**config.mk**
```make
export PLATFORM = sky130hd
export DESIGN_NAME = mem_arbiter_flat
export DESIGN_NICKNAME = d
export VERILOG_FILES = /design/src/rtl/mem_arb_pkg.sv /design/src/rtl/mem_arbiter_if.sv /design/src/rtl/arb_streak_counter.sv /design/src/rtl/mem_arbiter.sv /design/src/flat_wrapper.sv
export SDC_FILE = /design/constraint.sdc
export NUM_CORES = 1
export LEC_CHECK = 0
export CORE_ASPECT_RATIO = 1.25
export CORE_MARGIN = 2
export CORE_UTILIZATION = 52
export CTS_BUF_LIST = sky130_fd_sc_hd__clkbuf_4 sky130_fd_sc_hd__clkbuf_8
export CTS_CLUSTER_DIAMETER = 200
export DETAILED_ROUTE_END_ITERATION = 12
export DONT_BUFFER_PORTS = 1
export PLACE_DENSITY = 0.67
export SKIP_LAST_GASP = 1
export SLEW_MARGIN = 20
export SYNTH_ARGS = -nofsm -noshare
export SYNTH_HDL_FRONTEND = slang
export SYNTH_SLANG_ARGS = --single-unit
```
**constraint.sdc**
```tcl
create_clock -name clock -period 5.6 [get_ports clock]
set_input_delay 1.12 -clock clock [delete_from_list [all_inputs] [get_ports clock]]
set_output_delay 1.12 -clock clock [all_outputs]
set_load 0.01 [all_outputs]
```
**src/rtl/mem_arb_pkg.sv**
```systemverilog
// Shared types and default widths for the unified-memory arbiter.
package mem_arb_pkg;
    typedef enum logic [1:0] {
        IDLE  = 2'd0,
        FETCH = 2'd1,
        DATA  = 2'd2,
        RESP  = 2'd3
    } arb_state_e;

    localparam int DEF_ADDR_W     = 32;
    localparam int DEF_DATA_W     = 32;
    localparam int DEF_MAX_STREAK = 4;
    localparam int STREAK_W       = 4;
endpackage

```
**src/rtl/mem_arbiter_if.sv**
```systemverilog
// CPU fetch/load-store ports plus the memory-macro port, bundled for the arbiter.
interface mem_arbiter_if #(
    parameter int ADDR_W = 32,
    parameter int DATA_W = 32
);
    logic              if_req;
    logic [ADDR_W-1:0] if_addr;
    logic [DATA_W-1:0] if_rdata;
    logic              if_ready;
    logic              d_req;
    logic              d_we;
    logic [ADDR_W-1:0] d_addr;
    logic [DATA_W-1:0] d_wdata;
    logic [DATA_W-1:0] d_rdata;
    logic              d_ready;
    logic              mem_req;
    logic              mem_we;
    logic [ADDR_W-1:0] mem_addr;
    logic [DATA_W-1:0] mem_wdata;
    logic [DATA_W-1:0] mem_rdata;
    logic              mem_ack;

    modport slave (
        input  if_req, if_addr, d_req, d_we, d_addr, d_wdata, mem_rdata, mem_ack,
        output if_rdata, if_ready, d_rdata, d_ready, mem_req, mem_we, mem_addr, mem_wdata
    );
    modport master (
        output if_req, if_addr, d_req, d_we, d_addr, d_wdata, mem_rdata, mem_ack,
        input  if_rdata, if_ready, d_rdata, d_ready, mem_req, mem_we, mem_addr, mem_wdata
    );
endinterface

```
**src/rtl/arb_streak_counter.sv**
```systemverilog
// Counts consecutive data grants taken while fetch waits; saturates at MAX.
module arb_streak_counter
    import mem_arb_pkg::*;
#(
    parameter int MAX = DEF_MAX_STREAK
) (
    input  logic clock,
    input  logic reset,
    input  logic inc,
    input  logic clr,
    output logic at_max
);
    logic [STREAK_W-1:0] cnt;

    always_ff @(posedge clock or posedge reset) begin
        if (reset)
            cnt <= '0;
        else if (clr)
            cnt <= '0;
        else if (inc && cnt != STREAK_W'(MAX))
            cnt <= cnt + 1'b1;
    end

    assign at_max = (cnt == STREAK_W'(MAX));
endmodule

```
**src/rtl/mem_arbiter.sv**
```systemverilog
// Single-port memory arbiter: data beats fetch, except when fetch has waited
// through MAX_DATA_STREAK data grants in a row.
module mem_arbiter
    import mem_arb_pkg::*;
#(
    parameter int ADDR_W          = DEF_ADDR_W,
    parameter int DATA_W          = DEF_DATA_W,
    parameter int MAX_DATA_STREAK = DEF_MAX_STREAK
) (
    input logic         clock,
    input logic         reset,
    mem_arbiter_if.slave bus
);
    arb_state_e        state_q, state_d;
    logic              grant_d, grant_f, at_max;
    logic              mem_req, mem_we, if_ready, d_ready;
    logic [ADDR_W-1:0] mem_addr;
    logic [DATA_W-1:0] mem_wdata, if_rdata, d_rdata;

    arb_streak_counter #(.MAX(MAX_DATA_STREAK)) u_streak (
        .clock  (clock),
        .reset  (reset),
        .inc    (grant_d & bus.if_req),
        .clr    (grant_f),
        .at_max (at_max)
    );

    always_ff @(posedge clock or posedge reset) begin
        if (reset) state_q <= IDLE;
        else       state_q <= state_d;
    end

    always_comb begin
        state_d = state_q;
        grant_d = 1'b0;
        grant_f = 1'b0;
        case (state_q)
            IDLE: begin
                if (bus.d_req && !(bus.if_req && at_max)) begin
                    grant_d = 1'b1;
                    state_d = DATA;
                end else if (bus.if_req) begin
                    grant_f = 1'b1;
                    state_d = FETCH;
                end
            end
            FETCH, DATA: if (bus.mem_ack) state_d = RESP;
            RESP:        state_d = IDLE;
            default:     state_d = IDLE;
        endcase
    end

    // mem_addr/mem_wdata are left as-is after completion; only req/we drop.
    always_ff @(posedge clock or posedge reset) begin
        if (reset) begin
            mem_req   <= 1'b0;
            mem_we    <= 1'b0;
            mem_addr  <= '0;
            mem_wdata <= '0;
            if_ready  <= 1'b0;
            d_ready   <= 1'b0;
            if_rdata  <= '0;
            d_rdata   <= '0;
        end else begin
            if_ready <= 1'b0;
            d_ready  <= 1'b0;
            case (state_q)
                IDLE: begin
                    if (grant_d) begin
                        mem_req   <= 1'b1;
                        mem_we    <= bus.d_we;
                        mem_addr  <= bus.d_addr;
                        mem_wdata <= bus.d_wdata;
                    end else if (grant_f) begin
                        mem_req   <= 1'b1;
                        mem_we    <= 1'b0;
                        mem_addr  <= bus.if_addr;
                        mem_wdata <= '0;
                    end
                end
                FETCH: if (bus.mem_ack) begin
                    if_rdata <= bus.mem_rdata;
                    if_ready <= 1'b1;
                    mem_req  <= 1'b0;
                    mem_we   <= 1'b0;
                end
                DATA: if (bus.mem_ack) begin
                    d_rdata <= bus.mem_rdata;
                    d_ready <= 1'b1;
                    mem_req <= 1'b0;
                    mem_we  <= 1'b0;
                end
                default: ;
            endcase
        end
    end

    assign bus.mem_req   = mem_req;
    assign bus.mem_we    = mem_we;
    assign bus.mem_addr  = mem_addr;
    assign bus.mem_wdata = mem_wdata;
    assign bus.if_ready  = if_ready;
    assign bus.d_ready   = d_ready;
    assign bus.if_rdata  = if_rdata;
    assign bus.d_rdata   = d_rdata;
endmodule

```
**src/flat_wrapper.sv**
```systemverilog
// flat-port wrapper written by rule: the top's interface ports become plain ports
module mem_arbiter_flat import mem_arb_pkg::*;
#(
    parameter int ADDR_W          = DEF_ADDR_W,
    parameter int DATA_W          = DEF_DATA_W,
    parameter int MAX_DATA_STREAK = DEF_MAX_STREAK
)
  (clock, reset, bus_if_req, bus_if_addr, bus_d_req, bus_d_we, bus_d_addr, bus_d_wdata, bus_mem_rdata, bus_mem_ack, bus_if_rdata, bus_if_ready, bus_d_rdata, bus_d_ready, bus_mem_req, bus_mem_we, bus_mem_addr, bus_mem_wdata);
  mem_arbiter_if #(.ADDR_W(ADDR_W), .DATA_W(DATA_W)) bus_i ();
  input logic clock;
  input logic reset;
  input wire logic [$bits(bus_i.if_req)-1:0] bus_if_req;
  input wire logic [$bits(bus_i.if_addr)-1:0] bus_if_addr;
  input wire logic [$bits(bus_i.d_req)-1:0] bus_d_req;
  input wire logic [$bits(bus_i.d_we)-1:0] bus_d_we;
  input wire logic [$bits(bus_i.d_addr)-1:0] bus_d_addr;
  input wire logic [$bits(bus_i.d_wdata)-1:0] bus_d_wdata;
  input wire logic [$bits(bus_i.mem_rdata)-1:0] bus_mem_rdata;
  input wire logic [$bits(bus_i.mem_ack)-1:0] bus_mem_ack;
  output wire logic [$bits(bus_i.if_rdata)-1:0] bus_if_rdata;
  output wire logic [$bits(bus_i.if_ready)-1:0] bus_if_ready;
  output wire logic [$bits(bus_i.d_rdata)-1:0] bus_d_rdata;
  output wire logic [$bits(bus_i.d_ready)-1:0] bus_d_ready;
  output wire logic [$bits(bus_i.mem_req)-1:0] bus_mem_req;
  output wire logic [$bits(bus_i.mem_we)-1:0] bus_mem_we;
  output wire logic [$bits(bus_i.mem_addr)-1:0] bus_mem_addr;
  output wire logic [$bits(bus_i.mem_wdata)-1:0] bus_mem_wdata;
  assign bus_i.if_req = bus_if_req;
  assign bus_i.if_addr = bus_if_addr;
  assign bus_i.d_req = bus_d_req;
  assign bus_i.d_we = bus_d_we;
  assign bus_i.d_addr = bus_d_addr;
  assign bus_i.d_wdata = bus_d_wdata;
  assign bus_i.mem_rdata = bus_mem_rdata;
  assign bus_i.mem_ack = bus_mem_ack;
  assign bus_if_rdata = bus_i.if_rdata;
  assign bus_if_ready = bus_i.if_ready;
  assign bus_d_rdata = bus_i.d_rdata;
  assign bus_d_ready = bus_i.d_ready;
  assign bus_mem_req = bus_i.mem_req;
  assign bus_mem_we = bus_i.mem_we;
  assign bus_mem_addr = bus_i.mem_addr;
  assign bus_mem_wdata = bus_i.mem_wdata;
  mem_arbiter #(.ADDR_W(ADDR_W), .DATA_W(DATA_W), .MAX_DATA_STREAK(MAX_DATA_STREAK)) u_core (.clock(clock), .reset(reset), .bus(bus_i));
endmodule
```
# Word-level counts from Yosys, hierarchy flattened
# Index checks and enable logic that the tools add are counted.
[classes] addsub=1 n_eq_ne=8 mux=25 bitwise=1 n_reduce_logical=14
[op_table] operator="32-bit 2-to-1 mux" n=4
[op_table] operator="1-bit 2-to-1 mux" n=13
[op_table] operator="4-bit 2-to-1 mux" n=2
[op_table] operator="2-bit AND reduction" n=4
[op_table] operator="2-bit 2-to-1 mux" n=3
[op_table] operator="2-bit case mux with 3 select lines" n=1
[op_table] operator="2-bit nonzero test" n=3
[op_table] operator="4-bit by 1-bit adder with 4-bit output (second input constant)" n=1
[op_table] operator="2-bit equality test (second input constant)" n=2
[op_table] operator="4-bit by 3-bit equality test with 1-bit output (second input constant)" n=1
[op_table] operator="4-bit by 3-bit inequality test with 1-bit output (second input constant)" n=1
[op_table] operator="1-bit case mux with 2 select lines" n=2
[op_table] operator="1-bit logical AND" n=3
[op_table] operator="3-bit by 1-bit inequality test with 1-bit output (second input constant)" n=1
[op_table] operator="3-bit by 2-bit inequality test with 1-bit output (second input constant)" n=1
[op_table] operator="3-bit AND reduction" n=1
[op_table] operator="2-bit by 1-bit equality test with 1-bit output (second input constant)" n=1
[op_table] operator="2-bit zero test" n=1
[op_table] operator="2-bit by 1-bit inequality test with 1-bit output (second input constant)" n=1
[op_table] operator="2-bit OR reduction" n=1
[op_table] operator="1-bit bitwise AND" n=1
[op_table] operator="1-bit zero test" n=1
[totals] ff_bits=138 inputBits=134 output_inout_bits=132 wordCells=59

# Logic depth before layout (Yosys ltp)
[depth] ltp_word=10 ltp_mapped=7 depth_no_buf=5

# Modules after synthesis
# Synthesis repeated with hierarchy kept, for this count alone.
[hier_totals] hier_cells=484 hier_area_um2=6133.4
[by_module_without_submodules] mod="mem_arbiter" instances=1 cells_each=459 area_per_inst_um2=5895.7 seq_area_each_um2=3353.2
[by_module_without_submodules] mod="arb_streak_counter" instances=1 cells_each=25 area_per_inst_um2=237.7 seq_area_each_um2=100.1

# Worst setup path before layout
# No wires, ideal clock.
[synth_path] path_kind="input -> register" start="input bus_d_req" end="register u_core.state_q[0]" setup_ns=0.125 arrival_ns=1.983 t_required_ns=5.475 path_slack_ns=3.492 path_stages=4 path_buffers=1 cell_sequence="buf_2 -> nor3b_1 -> nor2_1 -> mux2_2"
[synth_between] elab_chain_cells=3 word_cells_on_any_way=5 classes_between="eq/ne (1); mux (2); reduce/logical (2)"
[synth_lines] element="start: declaration" line="flat_wrapper.sv:14" rtl="input wire logic [$bits(bus_i.d_req)-1:0] bus_d_req;"
[synth_lines] element="1-bit logical AND (*)" line="mem_arbiter.sv:39" rtl="if (bus.d_req && !(bus.if_req && at_max)) begin"
[synth_lines] element="2-bit 2-to-1 mux / 3-bit by 2-bit inequality test with 1-bit output (equally long branches)"
[synth_lines] element="2-bit case mux with 3 select lines / 2-bit AND reduction (equally long branches)"
[synth_lines] element="end signal: assignment" line="mem_arbiter.sv:30" rtl="else state_q <= state_d;"
[synth_lines] element="end: declaration" line="mem_arbiter.sv:14" rtl="arb_state_e state_q, state_d;"
# Every way passes the cells marked *; elsewhere a longest branch is shown, timed or not.
# A chain may end at the register's enable or synchronous reset.

# Final worst setup path
[layout_path] start="register u_core.state_q[0]" end="register u_core.mem_addr[2], in the netlist u_core.bus.mem_addr[2]"
[layout_between] elab_chain_cells=4 word_cells_on_any_way=6 classes_between="mux (3); reduce/logical (3)"
[layout_lines] element="2-bit zero test (*)" line="mem_arbiter.sv:37, mem_arbiter.sv:67"
[layout_lines] element="1-bit 2-to-1 mux" line="mem_arbiter.sv:37" rtl="case (state_q)"
[layout_lines] element="2-bit nonzero test (no source line)"
[layout_lines] element="2-bit AND reduction (no source line)"
[layout_lines] element="end signal: assignment" line="mem_arbiter.sv:72" rtl="mem_addr <= bus.d_addr;"
[layout_lines] element="end signal: assignment" line="mem_arbiter.sv:77" rtl="mem_addr <= bus.if_addr;"
[layout_lines] element="end: declaration" line="mem_arbiter.sv:17" rtl="logic [ADDR_W-1:0] mem_addr;"
# Marks and branches as above.

==> impl_metrics.tcl <==
set metrics [dict create \
    timing.fmax_mhz 497 \
    finalHoldViolCount 0 \
    layout_min_cycle_time_ns 2.01 \
    grt_first_pass_wirelength_um 17600 \
    cts_tree "done" \
    detail-route-antenna-nets 0 \
    ctsHoldBuffers 0 \
    peakVddDrop_mv 0.281 \
    setup_tns_ns 0 \
    grt_pass1_vias 3384 \
    coreArea_um2 10500 \
    placed_area_um2 5600 \
    avgSynthCellArea_um2 14.8 \
    start_util_pct 52.9 \
    setup_viol 0 \
    start_kind "flop" \
    required_ns 5.92 \
    vias 3201 \
    syn_inst 374 \
    min_path_type "reg2reg" \
    synth-seq-cells 138 \
    synth_edf_count 0 \
    rows 42 \
    cp_max_fo 23 \
    min_from "u_core.u_streak.cnt[3]" \
    netlist.area_leader.share_pct 62.5 \
    wl_per_cell_um 22.0 \
    drive_gt1_share_pct 35.9 \
    die_w_um 96.2 \
    startpoint "u_core.state_q[0]" \
    cts_sinks 138 \
    yosys.area.top_type "dfrtp_1" \
    cts_resized 0 \
    clk_pin_slew_ns 0.08 \
    firstDrtPassIters 4 \
    worst_pin_slew_ns 0.794 \
    syn-num-nets 515 \
    yosysUniqueCellTypes 33 \
    rsz0062_at_grt "false" \
    grtUsageTotal_pct 20.2 \
    path_cells "inv_1, ha_1, nand3_1, buf_4, o221a_2" \
    drc 0 \
    ys_seq_area_share_pct 62.5 \
    p_leak_uw 0.00271 \
    synthesis.area_um2 5530 \
    grt_max_degree 74 \
    area_growth_pct 9.35 \
    cp.arrival_ns 2.33 \
    skew_ns 0.0142 \
    numCtsBuffers 17 \
    first_iter_violations 140 \
    place.gp.congestion 0.775 \
    via_per_inst 6.17 \
    clk_path_buf_depth 2 \
    num-nets-final 515 \
    fp.dieH_um 119 \
    antenna_cells 0 \
    cts_setup_buffers 0 \
    dieArea_um2 11500 \
    synth.most_common_cell "dfrtp_1" \
    finalMaxSlewViolations 0 \
    io_buffers 0 \
    totalWireLength_um 11400 \
    maxCapViolCount 0 \
    dp_hpwl_um 7990 \
    path_class "reg2reg" \
    ys_warn_count 0 \
    max_slew_margin_pct 47.1 \
    synth.cells.most_frequent "dfrtp_1, mux2_2, a22o_1, nand2b_1, o221a_2" \
    p_per_area_nw_per_um2 659 \
    period_share_pct 36.0 \
    n_fill_cell 821 \
    cts-root-buf "clkbuf_8" \
    htreeDepth 4 \
    slowest_stage "dfrtp_1" \
    reg2reg_from "u_core.state_q[0]" \
    synthArstFlopShare_pct 100 \
    overflow 0 \
    synthTopCellsByArea "dfrtp_1, mux2_2, o221a_2" \
    synth_flop_cell "dfrtp_1" \
    ioPinCount 266 \
    max_stage_delay_ns 0.41 \
    antenna_found_initial 0 \
    stdcell_area_um2 6050 \
    clk_latency_ns 0.43 \
    endpoint_kind "flop" \
    status "finished clean" \
]
-- power breakdown --
part / internal, uW / switching, uW
combinational: 608 / 429
sequential: 1480 / 570
clock: 513 / 381
-- area by class of cell --
class	count	area (um2)	area share (%)
clock buffers	19	262	4.33
flip-flops and latches	138	3450	57.1
repair buffers	5	37.5	0.621
well taps	132	165	2.73
multi-input cells	202	1900	31.4
clock inverters	13	188	3.10
inverters	10	42.5	0.704
-- per-layer routing --
layer  GRT usage [%]  vias to the layer above  wire (um)
met5               0                        -          0
li1                -                     1381          -
met1            22.5                     1620       4170
met4            9.64                        0        300
met3            7.34                       25       1100
met2            33.6                      175       5860
-- logic make-up after synthesis --
kind of cell,Yosys count,synth area share [%]
fa+ha+maj,7,1.58
mux,67,13.6
flops,138,62.5
simple gates,52,5.82
buf+inv,34,3.44
compound gates,76,13.1
-- stage by stage --
step | power [uW] | hold WS (ns) | utilization, % | setup slack [ns] | std cells
floorplan | 2880 | 0.495 | - | 0.784 | 374
global placement | 3070 | 0.518 | 53.5 | 3.10 | 487
detailed placement | 3130 | 0.536 | 53.5 | 3.01 | 487
CTS | 4040 | 0.555 | 57.8 | 3.38 | 519
global route | 4240 | 0.588 | 57.8 | 3.39 | 519
finish | 3980 | 0.553 | 57.8 | 3.59 | 519
-- state kept, by name (all words and copies together) (netlist names) --
name and count:
u_core.bus.mem_we 1, u_core.bus.d_rdata 32, u_core.bus.mem_req 1, u_core.bus.mem_addr 32, u_core.bus.mem_wdata 32, u_core.state_q 2
u_core.bus.d_ready 1, u_core.bus.if_rdata 32, u_core.u_streak.cnt 4, u_core.bus.if_ready 1
-- cells in the final DEF, fill, tap and decap left out, types with 2 or more instances in the layout --
| cell type | instances |
|---|---|
| inv_1 | 9 |
| bufinv_16 | 4 |
| o21ai_0 | 2 |
| ha_1 | 7 |
| nor2_1 | 2 |
| dfrtp_1 | 138 |
| a22o_1 | 32 |
| o221a_2 | 31 |
| nand2b_1 | 32 |
| inv_6 | 5 |
| nand3_1 | 3 |
| clkinv_2 | 2 |
| a31oi_1 | 3 |
| clkinvlp_4 | 3 |
| nand2_1 | 6 |
| mux2_2 | 66 |
| nor2b_1 | 2 |
| buf_4 | 5 |
| clkbuf_8 | 19 |
-- final timing paths --
check	end	slack [ns]	cells past startpoint
worst min register to register	u_core.u_streak.cnt[3]	0.55	1
max in group asynchronous	u_core.bus.if_rdata[4]	3.69	2
worst max register to register	u_core.bus.mem_addr[2]	3.59	5
worst max-delay path	u_core.bus.mem_addr[2]	3.59	5
worst min-delay path	u_core.u_streak.cnt[3]	0.55	1
min in group asynchronous	u_core.bus.mem_wdata[27]	0.63	1
-- critical path: cells and delay by family (launching register included) --
| kind | cells | cell delay, ns |
|---|---|---|
| buffers and inverters | 2 | 0.48 |
| DFF | 1 | 0.41 |
| and+or+nand+nor | 1 | 0.40 |
| adders and majority gates | 1 | 0.33 |
| AOI/OAI and AO/OA | 1 | 0.29 |
(Power assumes the default switching activity.)
